[config.mk]
export PLATFORM = sky130hd
export DESIGN_NAME = sample_collector
export DESIGN_NICKNAME = d
export VERILOG_FILES = /design/src/rtl/sample_collector.sv
export SDC_FILE = /design/constraint.sdc
export NUM_CORES = 1
export LEC_CHECK = 0
export BUFFER_PORTS_ARGS = -buffer_cell sky130_fd_sc_hd__buf_2
export CORE_MARGIN = 2
export CORE_UTILIZATION = 51
export CTS_BUF_LIST = sky130_fd_sc_hd__clkbuf_16
export DETAILED_ROUTE_END_ITERATION = 7
export PLACE_DENSITY = 0.67
export RECOVER_POWER = 50
export SLEW_MARGIN = 30
export SYNTH_ARGS = -nofsm -noshare
export SYNTH_HDL_FRONTEND = slang
export SYNTH_SLANG_ARGS = --single-unit
[constraint.sdc]
create_clock -name clk -period 3.6 [get_ports clk]
set_input_delay 0.54 -clock clk [delete_from_list [all_inputs] [get_ports clk]]
set_output_delay 0.54 -clock clk [all_outputs]
set_load 0.02 [all_outputs]
[src/rtl/sample_collector.sv]
// Sample collector: arms a set of pin controllers over a register bus, polls their
// sample counters, and queues new samples (pin, count, value) in a FWFT FIFO.
module sample_collector #(
  parameter int NUM_PINS   = 8,
  parameter int FIFO_DEPTH = 16
) (
  input  logic                clk,
  input  logic                reset,
  input  logic                start,
  input  logic                stop,
  input  logic [NUM_PINS-1:0] pin_mask,
  output logic                bus_enable,
  output logic [18:0]         bus_addr,
  output logic                bus_wr,
  output logic                bus_rd,
  output logic [15:0]         bus_data_out,
  input  logic [15:0]         bus_data_in,
  output logic                smp_valid,
  input  logic                smp_ready,
  output logic [31:0]         smp_data,
  output logic                busy,
  output logic                overflow
);

  localparam int PW = (NUM_PINS > 1) ? $clog2(NUM_PINS) : 1;
  localparam int AW = $clog2(FIFO_DEPTH);

  localparam logic [7:0]  REG_LOCAL_CMD  = 8'd5;
  localparam logic [7:0]  REG_SAMPLE     = 8'd7;
  localparam logic [7:0]  REG_SAMPLE_CNT = 8'd8;
  localparam logic [15:0] CMD_INPUT_STREAM = 16'd3;
  localparam logic [15:0] CMD_RESET        = 16'd5;

  typedef enum logic [2:0] {IDLE, ARM, POLL, FETCH, DISARM} state_t;

  state_t                state;
  logic [NUM_PINS-1:0]   mask;
  logic [PW-1:0]         pin;
  logic                  stop_pending;
  logic [15:0]           captured;
  logic [15:0]           last_count [NUM_PINS];

  logic [AW:0]           wr_ptr, rd_ptr;
  logic [31:0]           mem [FIFO_DEPTH];
  logic                  empty, full, push, pop, stop_now;
  logic [PW-1:0]         lowest;
  logic [PW:0]           nxt;   // {wrapped, index}
  logic [31:0]           fetch_word;

  function automatic logic [PW-1:0] lowest_bit(input logic [NUM_PINS-1:0] m);
    lowest_bit = '0;
    for (int i = NUM_PINS - 1; i >= 0; i--)
      if (m[i]) lowest_bit = PW'(i);
  endfunction

  // Next set bit above p; wraps to the lowest set bit with the wrap flag raised.
  function automatic logic [PW:0] next_bit(input logic [NUM_PINS-1:0] m, input logic [PW-1:0] p);
    next_bit = {1'b1, lowest_bit(m)};
    for (int i = NUM_PINS - 1; i >= 0; i--)
      if (m[i] && PW'(i) > p) next_bit = {1'b0, PW'(i)};
  endfunction

  assign lowest     = lowest_bit(mask);
  assign nxt        = next_bit(mask, pin);
  assign stop_now   = stop_pending | stop;
  assign empty      = (wr_ptr == rd_ptr);
  assign full       = (wr_ptr[AW] != rd_ptr[AW]) && (wr_ptr[AW-1:0] == rd_ptr[AW-1:0]);
  assign push       = (state == FETCH) && !full;
  assign pop        = !empty && smp_ready;
  assign fetch_word = {8'(pin), captured[7:0], bus_data_in};
  assign smp_valid  = !empty;
  assign smp_data   = empty ? 32'd0 : mem[rd_ptr[AW-1:0]];
  assign busy       = (state != IDLE);

  // NOTE: every signal gets a default before the case so no path leaves one unassigned (no latch).
  always_comb begin
    bus_enable   = 1'b0;
    bus_wr       = 1'b0;
    bus_rd       = 1'b0;
    bus_addr     = '0;
    bus_data_out = '0;
    case (state)
      ARM, DISARM: begin
        bus_enable   = 1'b1;
        bus_wr       = 1'b1;
        bus_addr     = {11'(pin), REG_LOCAL_CMD};
        bus_data_out = (state == ARM) ? CMD_INPUT_STREAM : CMD_RESET;
      end
      POLL, FETCH: begin
        bus_enable = 1'b1;
        bus_rd     = 1'b1;
        bus_addr   = {11'(pin), (state == POLL) ? REG_SAMPLE_CNT : REG_SAMPLE};
      end
      default: ;
    endcase
  end

  // NOTE: sequential state uses non-blocking assignments so every register sees pre-edge values.
  always_ff @(posedge clk) begin
    if (reset) begin
      state        <= IDLE;
      mask         <= '0;
      pin          <= '0;
      stop_pending <= 1'b0;
      overflow     <= 1'b0;
      captured     <= '0;
      for (int i = 0; i < NUM_PINS; i++) last_count[i] <= '0;
    end else begin
      case (state)
        IDLE: if (start && |pin_mask) begin
          mask         <= pin_mask;
          pin          <= lowest_bit(pin_mask);
          overflow     <= 1'b0;
          stop_pending <= 1'b0;
          for (int i = 0; i < NUM_PINS; i++) last_count[i] <= '0;
          state        <= ARM;
        end
        ARM: begin
          if (stop) stop_pending <= 1'b1;
          pin <= nxt[PW-1:0];
          if (nxt[PW]) state <= POLL;
        end
        POLL: begin
          if (stop) stop_pending <= 1'b1;
          if (stop_now) begin
            pin   <= lowest;
            state <= DISARM;
          end else if (bus_data_in != last_count[pin]) begin
            captured <= bus_data_in;
            state    <= FETCH;
          end else begin
            pin <= nxt[PW-1:0];
          end
        end
        FETCH: begin
          if (stop) stop_pending <= 1'b1;
          if (full) overflow <= 1'b1;
          last_count[pin] <= captured;
          if (stop_now) begin
            pin   <= lowest;
            state <= DISARM;
          end else begin
            pin   <= nxt[PW-1:0];
            state <= POLL;
          end
        end
        DISARM: begin
          pin <= nxt[PW-1:0];
          if (nxt[PW]) begin
            state        <= IDLE;
            stop_pending <= 1'b0;
          end
        end
        default: state <= IDLE;
      endcase
    end
  end

  always_ff @(posedge clk) begin
    if (reset) begin
      wr_ptr <= '0;
      rd_ptr <= '0;
    end else begin
      if (push) wr_ptr <= wr_ptr + 1'b1;
      if (pop)  rd_ptr <= rd_ptr + 1'b1;
    end
  end

  // NOTE: FIFO storage is not reset; the pointers alone define validity and smp_data is gated.
  always_ff @(posedge clk) begin
    if (push) mem[wr_ptr[AW-1:0]] <= fetch_word;
  end

endmodule

# After elaboration in Yosys (flattened, before gate mapping)
# Memories as Yosys holds them, arrays and structs flattened. A register that Yosys moved wholly into a read port is not among the register bits.
# Cells that the tools add are included.
# word_totals
register_bits	42
latch_bits	0
mem_bits_rw	560
rom_bits	0
inputBits	29
out_inout_bits	73
wordCells	152
mem_count	2
# classes
addsub	2
n_mul	0
n_div	0
n_lt_le_gt_ge	8
n_eq_ne	15
shift	0
mux	76
n_bitwise	10
reduce_logical	31
# memory_table
memory	words	width	read_ports	rd_clocked_by_memory_dff	wr	line	rtl
mem	16	27	1	1	1	44	logic [31:0] mem [FIFO_DEPTH];
last_count	8	16	1	1	8	41	logic [15:0] last_count [NUM_PINS];
# ops
cell	n
two-way mux 16 bit	9
two-way mux 3 bit	31
two-way mux 4 bit	11
two-way mux 32 bit	1
one-hot mux 11 bit (2 select lines)	1
two-way mux 1 bit	19
inequality test 16 bit	1
OR reduction 16 bit	1
one-hot mux 3 bit (5 select lines)	1
> comparator 3 bit, first input constant	4
logical AND 1 bit	12
one-hot mux 3 bit (4 select lines)	1
adder 5 x 1 -> 5 bit, second input constant	2
bitwise OR 1 bit	9
AND reduction 3 bit	3
inequality test 2 bit, second input constant	4
AND reduction 4 bit	2
OR reduction 8 bit	1
equality test 3 x 2 -> 1 bit, second input constant	2
> comparator 1 x 3 -> 1 bit, first input constant	2
> comparator 2 x 3 -> 1 bit, first input constant	2
nonzero test 3 bit	2
equality test 5 bit	1
equality test 4 bit	1
17 further kinds	19

# Logic depth before layout (Yosys ltp)
# Gate-level depths: netlist of run 1.
# depth
ltp_word	21
mapped_depth	13
mapped_depth_nobuf	10

# Worst setup path after synthesis of run 1
# No wires, ideal clock.
# synth_path
path_type	reg-to-reg
startpoint	reg state[2]
endpoint	mem mem[3][0] in the netlist's numbering (enable)
setup_ns	0.445
t_arrival_ns	3.410
required_time_ns	3.155
path_slack_ns	-0.255
path_stages_with_launch	8
path_buffers	1
period_less_slack_ns	3.855
cell_sequence	dfxtp_1 > clkbuf_1 > nand2b_1 > inv_1 > nand2_1 > nor2_1 > nand2_1 > nor3_1
# synth_between
elab_chain_cells	4
# synth_lines
element	line	rtl
start: declaration	36	state_t state;
start signal: assignment	101	state <= IDLE;
start signal: assignment	116	state <= ARM;
start signal: assignment	121	if (nxt[PW]) state <= POLL;
equality test 3 x 2 -> 1 bit	68	assign push = (state == FETCH) && !full;
logical AND 1 bit	68	
two-way mux 1 bit	171	if (push) mem[wr_ptr[AW-1:0]] <= fetch_word;
two-way mux 1 bit (implied by the code)	171	
end: declaration	44	
# No other way between the ends.

==> results_dict.tcl, run 1 <==
set metrics [dict create \
    fin_skew_ps 18.10 \
    diodes 0 \
    cts-htree-levels 2 \
    power_density_mw_per_mm2 598.2 \
    hold_violations 0 \
    min_period_ps 3406 \
    tritoncts "done" \
    cp_data_required_time_ps 3060 \
    grt_start_max_net_pins 46 \
    wl_per_cell_um 24.39 \
    drc 0 \
    drtIter0Drc 1304 \
    yosysSeqAreaShare 0.7100 \
    design.die.area_sq_mm 0.05094 \
    synth_most_common_cell "edfxtp_1" \
    drive_gt1_frac 0.2057 \
    clockBufferDepth 3 \
    start_kind "register" \
    async_flop_share 0 \
    ys_seq_elements 609 \
    path_class "register to output port" \
    rsz0062_at_grt "false" \
    die_h_um 225.7 \
    setup-tns-final_ps 0 \
    status "completed" \
    viasPerCell 5.762 \
    wl_um 55440 \
    initial_core_util 0.5142 \
    synth_top_cell_area_share 0.6709 \
    clkTransAtPathRegs_ps 60 \
    synth_flop_cell "edfxtp_1" \
    post_cts_buffers 0 \
    vdd_ir_drop_max_mv 0.4306 \
    seqPwrFrac 0.498 \
    finalCritPeriodShare 0.9460 \
    hp-class "input pin to register" \
    synth_largest_area_cell "edfxtp_1" \
    grt_pass1_wl_um 84130 \
    coreArea_sq_mm 0.04875 \
    grt_pass1_vias 13310 \
    crit_arrival_ps 2870 \
    syn_inst 1437 \
    postRouteAntennaNets 0 \
    cts_hold_buf 0 \
    cts_buffers 61 \
    tightest_slew_ps 1296 \
    port_buffers 71 \
    maxCapViolCount 0 \
    combPwrFrac 0.147 \
    setup_violations 0 \
    overflow 0 \
    fin_nets 1595 \
    worstSetupEndpointType "output port" \
    cp_max_fo 26 \
    antenna_found_initial 0 \
    post_dp_cell_area_sq_mm 0.02659 \
    sw_frac_of_total 0.2566 \
    netlist_area_sq_mm 0.02507 \
    pwr-share-clk 0.355 \
    clk_latency_ps 640 \
    fin_area_sq_mm 0.02841 \
    fmax_ghz 0.2936 \
    synth_commonest_cells "560 x edfxtp_1, 130 x and2_1, 124 x mux4_2" \
    cts.repair.resized 0 \
    synth_area_leaders "edfxtp_1 67%, mux4_2 11%, dfxtp_1 3.9%, and2_1 3.2%, mux2i_1 2.8%" \
    dpl.hpwl_um 34000 \
    rows 81 \
    slew_viol_final 0 \
    area_growth_pct 13.33 \
    place.gp.congestion 0.8507 \
    fillers 3658 \
    p_switching_mw 4.359 \
    grt_usage 0.2260 \
    syn_avg_cell_area_sq_um 17.44 \
    slew-limit-headroom 0.1363 \
    cts-root-buf "clkbuf_16" \
    cellLeakagePower_nw 9.201 \
    die_w_um 225.7 \
    clock-sinks 609 \
    synth_cell_types 51 \
    num_vias 13100 \
    yosysWarningCount 0 \
    ioPinCount 102 \
    internal-power_mw 12.63 \
    synth-edff-count 560 \
    dr.pass1.iters 5 \
]
[metrics by stage]
step                      cells  setup slack, ps  power (mW)    util  hold WS, ps
after floorplan            1466            417.9       10.39       -        449.0
after global placement     2162            649.3       11.09  0.5454        466.6
after detailed placement   2162            538.4       11.14  0.5454        465.9
after CTS                  2273            94.96       17.14  0.5846        169.4
after global routing       2273            47.18       17.66  0.5827        191.8
final                      2273            194.4       16.99  0.5827        191.9
[critical path: stages (launching register included)]
cell and delay (ps):
dfxtp_4 530, buf_12 280, buf_4 210, mux4_2 510, a211oi_1 380, a211oi_1 110, buf_2 200
[layout by cell type, fill, tap and decap left out, types with 31 or more instances in the layout]
cell type  Yosys  layout
clkbuf_1      48      40
buf_4         35      42
mux4_2       124     124
and2_0         0      73
a211oi_1      54      54
buf_2          7      47
nor2_1        76      64
edfxtp_1     560     560
mux2i_1       70      70
nor2b_1       32      31
clkbuf_16      0      64
and2_1       130      57
dfxtp_1       49      44
nand2_1       31      31
[final timing paths]
kind	to	cells past startpoint	from	slack [ps]
setup / recovery	smp_data[19]	6	register	190
hold / removal	mask[0]	3	pin_mask[0]	190
setup reg to reg	last_count[5][8]	6	state[0]	450
hold reg to reg	mask[0]	2	mask[0]	480
[power groups by stage]
stage | logic, mW | registers (mW) | clock network [mW]
after floorplan | 1.90 | 8.49 | 0
after global placement | 2.49 | 8.60 | 0
after detailed placement | 2.53 | 8.61 | 0
after CTS | 2.55 | 8.46 | 6.14
after global routing | 2.72 | 8.51 | 6.44
final | 2.50 | 8.46 | 6.03
[per-layer routing]
| layer | track usage | up-vias | part of all wire | wire [um] |
|---|---|---|---|---|
| met1 | 0.3173 | 6788 | 0.43 | 23770 |
| li1 | - | 5825 | - | - |
| met3 | 0.02784 | 85 | 0.056 | 3103 |
| met2 | 0.3732 | 399 | 0.49 | 27170 |
| met5 | 0 | - | 0 | 0 |
| met4 | 0.07050 | 0 | 0.025 | 1388 |
[kinds of logic (layout without fill, tap and decap cells)]
logic type | Yosys count | after routing | synth area share
flops | 609 | 609 | 0.7100
simple gates | 331 | 331 | 0.07103
mux | 209 | 209 | 0.1461
compound gates | 138 | 138 | 0.03674
buf+inv | 121 | 264 | 0.02536
xor+xnor | 22 | 22 | 0.007687
fa+ha+maj | 6 | 6 | 0.002895
other cells | 1 | 30 | 0.0001496
[area by class of cell]
class	count	area (sq um)	area share
multi-input combinational	736	6884	0.2423
tap	664	830.8	0.02925
clock buffer	64	1602	0.05638
clock inverter	47	309.0	0.01088
timing repair buffer	140	920.9	0.03242
inverter	13	48.80	0.001718
sequential	609	17810	0.6270
[sequential cells by signal (all words and copies together), names as in the netlist, 3 cells and up, named ones only]
signal,cells
mem,432
last_count,128
captured,16
mask,8
rd_ptr,5
wr_ptr,5
pin,3
state,3
Power figures use the tool's default switching activity.
==> run 2, diff against run 1 <==
--- a/config.mk
+++ b/config.mk
@@ -6,9 +6,9 @@
 export NUM_CORES = 1
 export LEC_CHECK = 0
 export BUFFER_PORTS_ARGS = -buffer_cell sky130_fd_sc_hd__buf_2
-export CORE_MARGIN = 2
+export CORE_MARGIN = 1.5
 export CORE_UTILIZATION = 51
-export CTS_BUF_LIST = sky130_fd_sc_hd__clkbuf_16
+export CTS_BUF_LIST = sky130_fd_sc_hd__clkbuf_4
 export DETAILED_ROUTE_END_ITERATION = 7
 export PLACE_DENSITY = 0.67
 export RECOVER_POWER = 50
==> run 2 against run 1 <==
Non-clock buffer count rose by 51. Clock skew rose by 48 ps. Highest routed layer unchanged. Clock power fell by 2%. Cell count rose by 9.8%. Cell area rose by 3.4%.
==> results_dict.tcl, run 2 (synthesis results as in run 1) <==
set metrics [dict create \
    status "completed" \
    seqPwrFrac 0.495 \
    maxCapViolCount 0 \
    pwr-share-clk 0.346 \
    cellLeakagePower_nw 9.782 \
    crit_arrival_ps 2960 \
    hold_depth 4 \
    p_switching_mw 4.520 \
    finalCritPeriodShare 0.9718 \
    clkTransAtPathRegs_ps 60 \
    cts-root-buf "clkbuf_4" \
    clock-sinks 609 \
    min_period_ps 3498 \
    grt_usage 0.2355 \
    fmax_ghz 0.2858 \
    dpl.hpwl_um 33280 \
    hold_ws_ps 119.1 \
    fillers 3594 \
    initial_core_util 0.5142 \
    grt_pass1_wl_um 86790 \
    dr.pass1.iters 6 \
    slew_viol_final 0 \
    die_w_um 224.7 \
    place.gp.congestion 0.8333 \
    hold_violations 0 \
    reg2reg_depth 9 \
    grt_pass1_vias 14580 \
    internal-power_mw 12.55 \
    tightest_slew_ps 1353 \
    hp-start "smp_ready" \
    vdd_ir_drop_max_mv 0.3270 \
    cts_buffers 157 \
    wl_per_cell_um 22.97 \
    power_density_mw_per_mm2 581.2 \
    num_vias 14010 \
    viasPerCell 5.614 \
    layout_commonest_cell "edfxtp_1" \
    hp-class "input pin to register" \
    combPwrFrac 0.159 \
    utilization 0.6024 \
    rsz0062_at_grt "true" \
    cts-htree-levels 4 \
    slew-limit-headroom 0.09789 \
    cp_max_fo 7 \
    ioPinCount 102 \
    fin_skew_ps 66.44 \
    area_growth_pct 17.16 \
    port_buffers 71 \
    fin_area_sq_mm 0.02937 \
    fin_nets 1742 \
    postRouteAntennaNets 0 \
    post_dp_cell_area_sq_mm 0.02657 \
    drc 0 \
    wl_um 57320 \
    grt_start_max_net_pins 59 \
    tritoncts "done" \
    coreArea_sq_mm 0.04875 \
    design.die.area_sq_mm 0.05049 \
    die_h_um 224.7 \
    overflow 0 \
    cp_data_required_time_ps 3060 \
    sw_frac_of_total 0.2648 \
    antenna_found_initial 2 \
    r2r-end "last_count[4][6]" \
    worstSetupEndpointType "output port" \
    clk_latency_ps 1000 \
    start_kind "register" \
    path_class "register to output port" \
    setup_violations 0 \
    final_cell_mix "560 x edfxtp_1, 235 x clkbuf_4, 124 x mux4_2, 76 x and2_1, 70 x mux2i_1" \
    rows 81 \
    r2r_slack_ps 440 \
    r2r-start "state[2]" \
    drtIter0Drc 1124 \
    largest_reg_flops 432 \
    drive_gt1_frac 0.3014 \
    clockBufferDepth 3 \
]
==> run 2: changes by cell type in the layout (fill, tap and decap cells not counted), moves of 19 or more <==
cell and delta:
and2_0 -19, clkbuf_4 +235, a211oi_2 +22, a211oi_1 -23, and2_1 +19, dlygate4sd3_1 +31, clkbuf_16 -61
==> run 2: area by class of cell <==
type	count	area, sq um	area share
Sequential cell	609	17810	0.6065
Multi-Input combinational cell	736	7009	0.2387
Clock buffer	235	1764	0.06008
Timing Repair Buffer	191	1634	0.05565
Tap cell	664	830.8	0.02829
Clock inverter	41	252.7	0.008607
Inverter	13	48.80	0.001662
Antenna cell	6	15.01	0.0005113
==> run 2: worst max-delay path by stage <==
stage / to / start
after CTS: smp_data[22] / register
after global routing: smp_data[10] / register
after detailed placement: mem[13][13] / wr_ptr[2]
after global placement: mem[4][16] / wr_ptr[2]
final: smp_data[24] / register
after floorplan: mem[15][0] / state[2]
==> run 2: power by group through the flow <==
stage          sequential [mW]  clock [mW]  combinational [mW]
6_report                  8.44        5.91                2.72
2_1_floorplan             8.49           0                1.90
3_5_place_dp              8.59           0                2.53
3_3_place_gp              8.58           0                2.51
5_1_grt                   8.48        6.41                2.92
4_1_cts                   8.43        6.05                2.71
==> run 2: metrics by stage <==
stage / instances / power [mW] / worst slack [ps] / TNS (ps)
CTS: 2486 / 17.20 / -6.536 / -17.71
global route: 2495 / 17.81 / -44.45 / -289.9
floorplan: 1466 / 10.39 / 417.9 / 0
global placement: 2156 / 11.09 / 632.8 / 0
finish: 2495 / 17.07 / 101.6 / 0
detailed placement: 2156 / 11.13 / 589.8 / 0
==> run 2: what timing repair did <==
item,4_1_cts,5_1_grt
endpoints found under the hold margin,227,0
pin swaps,8,4
setup endpoints to repair,28,25
gates cloned,3,3
setup buffers,20,1
gates resized for setup,32,7
hold buffers,31,0
==> run 2: worst max-delay path, stage by stage (launching register included) <==
cell      delay (ps)
dfxtp_4          450
buf_12           180
buf_4            220
mux4_2           550
a211oi_2         270
a211oi_1         110
buf_2            200
==> run 2: layer usage <==
metal / vias to the layer above / routed length [um] / track usage
li1: 6226 / - / -
met1: 7205 / 23710 / 0.3057
met2: 474 / 29140 / 0.3852
met3: 101 / 3087 / 0.05892
met4: 0 / 1375 / 0.09006
met5: - / 0 / 0
==> run 3, diff against run 2 <==
--- a/config.mk
+++ b/config.mk
@@ -10,6 +10,7 @@
 export CORE_UTILIZATION = 51
 export CTS_BUF_LIST = sky130_fd_sc_hd__clkbuf_4
 export DETAILED_ROUTE_END_ITERATION = 7
+export MAX_ROUTING_LAYER = met4
 export PLACE_DENSITY = 0.67
 export RECOVER_POWER = 50
 export SLEW_MARGIN = 30
==> run 3 against run 2 <==
Hold slack better by 21 ps. Cell count decreased by 0.16%. Combinational power is essentially flat. Global-route usage is 0.74 points higher. Total power fell by 0.14%. Count of clock-buffer cells in the layout did not move. Clock power hardly changed. Clock skew fell by 1.5 ps. Critical endpoint is now smp_data[22]. Largest power group unchanged. Highest routed layer unchanged.
==> results_dict.tcl, run 3 (synthesis results as in run 1) <==
set metrics [dict create \
    r2r_slack_ps 450 \
    rows 81 \
    hold_ws_ps 140.4 \
    min_period_ps 3444 \
    crit_arrival_ps 2900 \
    wl_um 57170 \
    place.gp.congestion 0.8461 \
    status "completed" \
    fin_nets 1741 \
    start_kind "register" \
    cts-htree-levels 4 \
    wl_per_cell_um 22.95 \
    die_w_um 224.7 \
    clkTransAtPathRegs_ps 60 \
    clk_latency_ps 980 \
    post_dp_cell_area_sq_mm 0.02657 \
    reg2reg_depth 9 \
    dr.pass1.iters 5 \
    drtIter0Drc 975 \
    antenna_found_initial 2 \
    cts-root-buf "clkbuf_4" \
    setup_violations 0 \
    r2r-end "last_count[4][6]" \
    overflow 0 \
    area_growth_pct 17.05 \
    finalCritPeriodShare 0.9567 \
    fin_area_sq_mm 0.02934 \
    vdd_ir_drop_max_mv 0.3272 \
    grt_usage 0.2429 \
    maxCapViolCount 0 \
    slew_viol_final 0 \
    path_class "register to output port" \
    postRouteAntennaNets 0 \
    grt_pass1_vias 14530 \
    drc 0 \
    worstSetupEndpointType "output port" \
    final_cell_mix "560 x edfxtp_1, 235 x clkbuf_4, 124 x mux4_2, 75 x and2_1, 70 x mux2i_1" \
    die_h_um 224.7 \
    slew-limit-headroom 0.06851 \
    grt_start_max_net_pins 59 \
    cp_data_required_time_ps 3060 \
    dpl.hpwl_um 33280 \
    clock-sinks 609 \
    fin_skew_ps 64.92 \
    ioPinCount 102 \
    viasPerCell 5.597 \
    power_density_mw_per_mm2 581.0 \
    layout_commonest_cell "edfxtp_1" \
    hp-start "smp_ready" \
    cp_max_fo 7 \
    hp-class "input pin to register" \
    tightest_slew_ps 1397 \
    clockBufferDepth 3 \
    hold_violations 0 \
    num_vias 13940 \
    utilization 0.6018 \
    r2r-start "state[2]" \
    initial_core_util 0.5142 \
    design.die.area_sq_mm 0.05049 \
    port_buffers 71 \
    power_mw 17.04 \
    hold_depth 4 \
    coreArea_sq_mm 0.04875 \
    largest_reg_flops 432 \
    cellLeakagePower_nw 9.768 \
    fmax_ghz 0.2904 \
    drive_gt1_frac 0.3010 \
    tritoncts "done" \
    grt_pass1_wl_um 86820 \
    cts_buffers 157 \
    rsz0062_at_grt "true" \
]
==> run 3: worst max-delay path: stages, from the launching register on <==
cell	delay [ps]
dfxtp_4	450
buf_12	180
buf_16	150
mux4_2	540
nor2b_1	170
a211oi_2	170
a211oi_1	90
buf_2	190
==> run 3: what timing repair did <==
action | in CTS | in global routing
gates resized for setup | 32 | 9
pin swaps | 8 | 3
hold endpoints to repair | 227 | 0
endpoints found under the setup margin | 28 | 16
cloned | 3 | 2
buffers inserted | 20 | 1
hold buffers | 31 | 0
==> run 3: worst max-delay path by stage <==
stage                   start           end  slack [ps]  cells after the start
finish               register  smp_data[22]         160                      7
detailed placement  wr_ptr[2]   mem[13][13]         590                      7
global placement    wr_ptr[2]    mem[4][16]         630                      7
global route         register   smp_data[1]          -4                      7
floorplan            state[2]    mem[15][0]         420                      7
CTS                  register  smp_data[22]          -7                      7
==> run 3: metal layers <==
metal,global-route usage,wire (um),vias to the layer above
met3,0.05447,3137,94
met5,-,0,-
met4,0.09591,1415,0
met1,0.3078,23710,7157
met2,0.3843,28900,462
li1,-,-,6230
==> run 3: where the power goes <==
group	internal, mW	switching [mW]	total (mW)
clock	3.19	2.71	5.90
sequential	8.20	0.248	8.44
combinational	1.16	1.54	2.70
total	12.5	4.50	17.0
==> run 3: cell type report <==
type / count / area [sq um]
fill: 3599 / 19410
antenna: 3 / 7.507
timing repair buffer: 190 / 1609
clock buffer: 235 / 1764
inverter: 13 / 48.80
clock inverter: 41 / 252.7
multi-input combinational: 736 / 7014
sequential: 609 / 17810
tap: 664 / 830.8
==> run 3: metrics by stage <==
| stage | cells | setup TNS, ps | worst slack (ps) |
|---|---|---|---|
| 4_1_cts | 2486 | -17.71 | -6.536 |
| 5_1_grt | 2490 | -6.808 | -3.987 |
| 3_3_place_gp | 2156 | 0 | 632.8 |
| 3_5_place_dp | 2156 | 0 | 589.8 |
| 2_1_floorplan | 1466 | 0 | 417.9 |
| 6_report | 2491 | 0 | 155.9 |
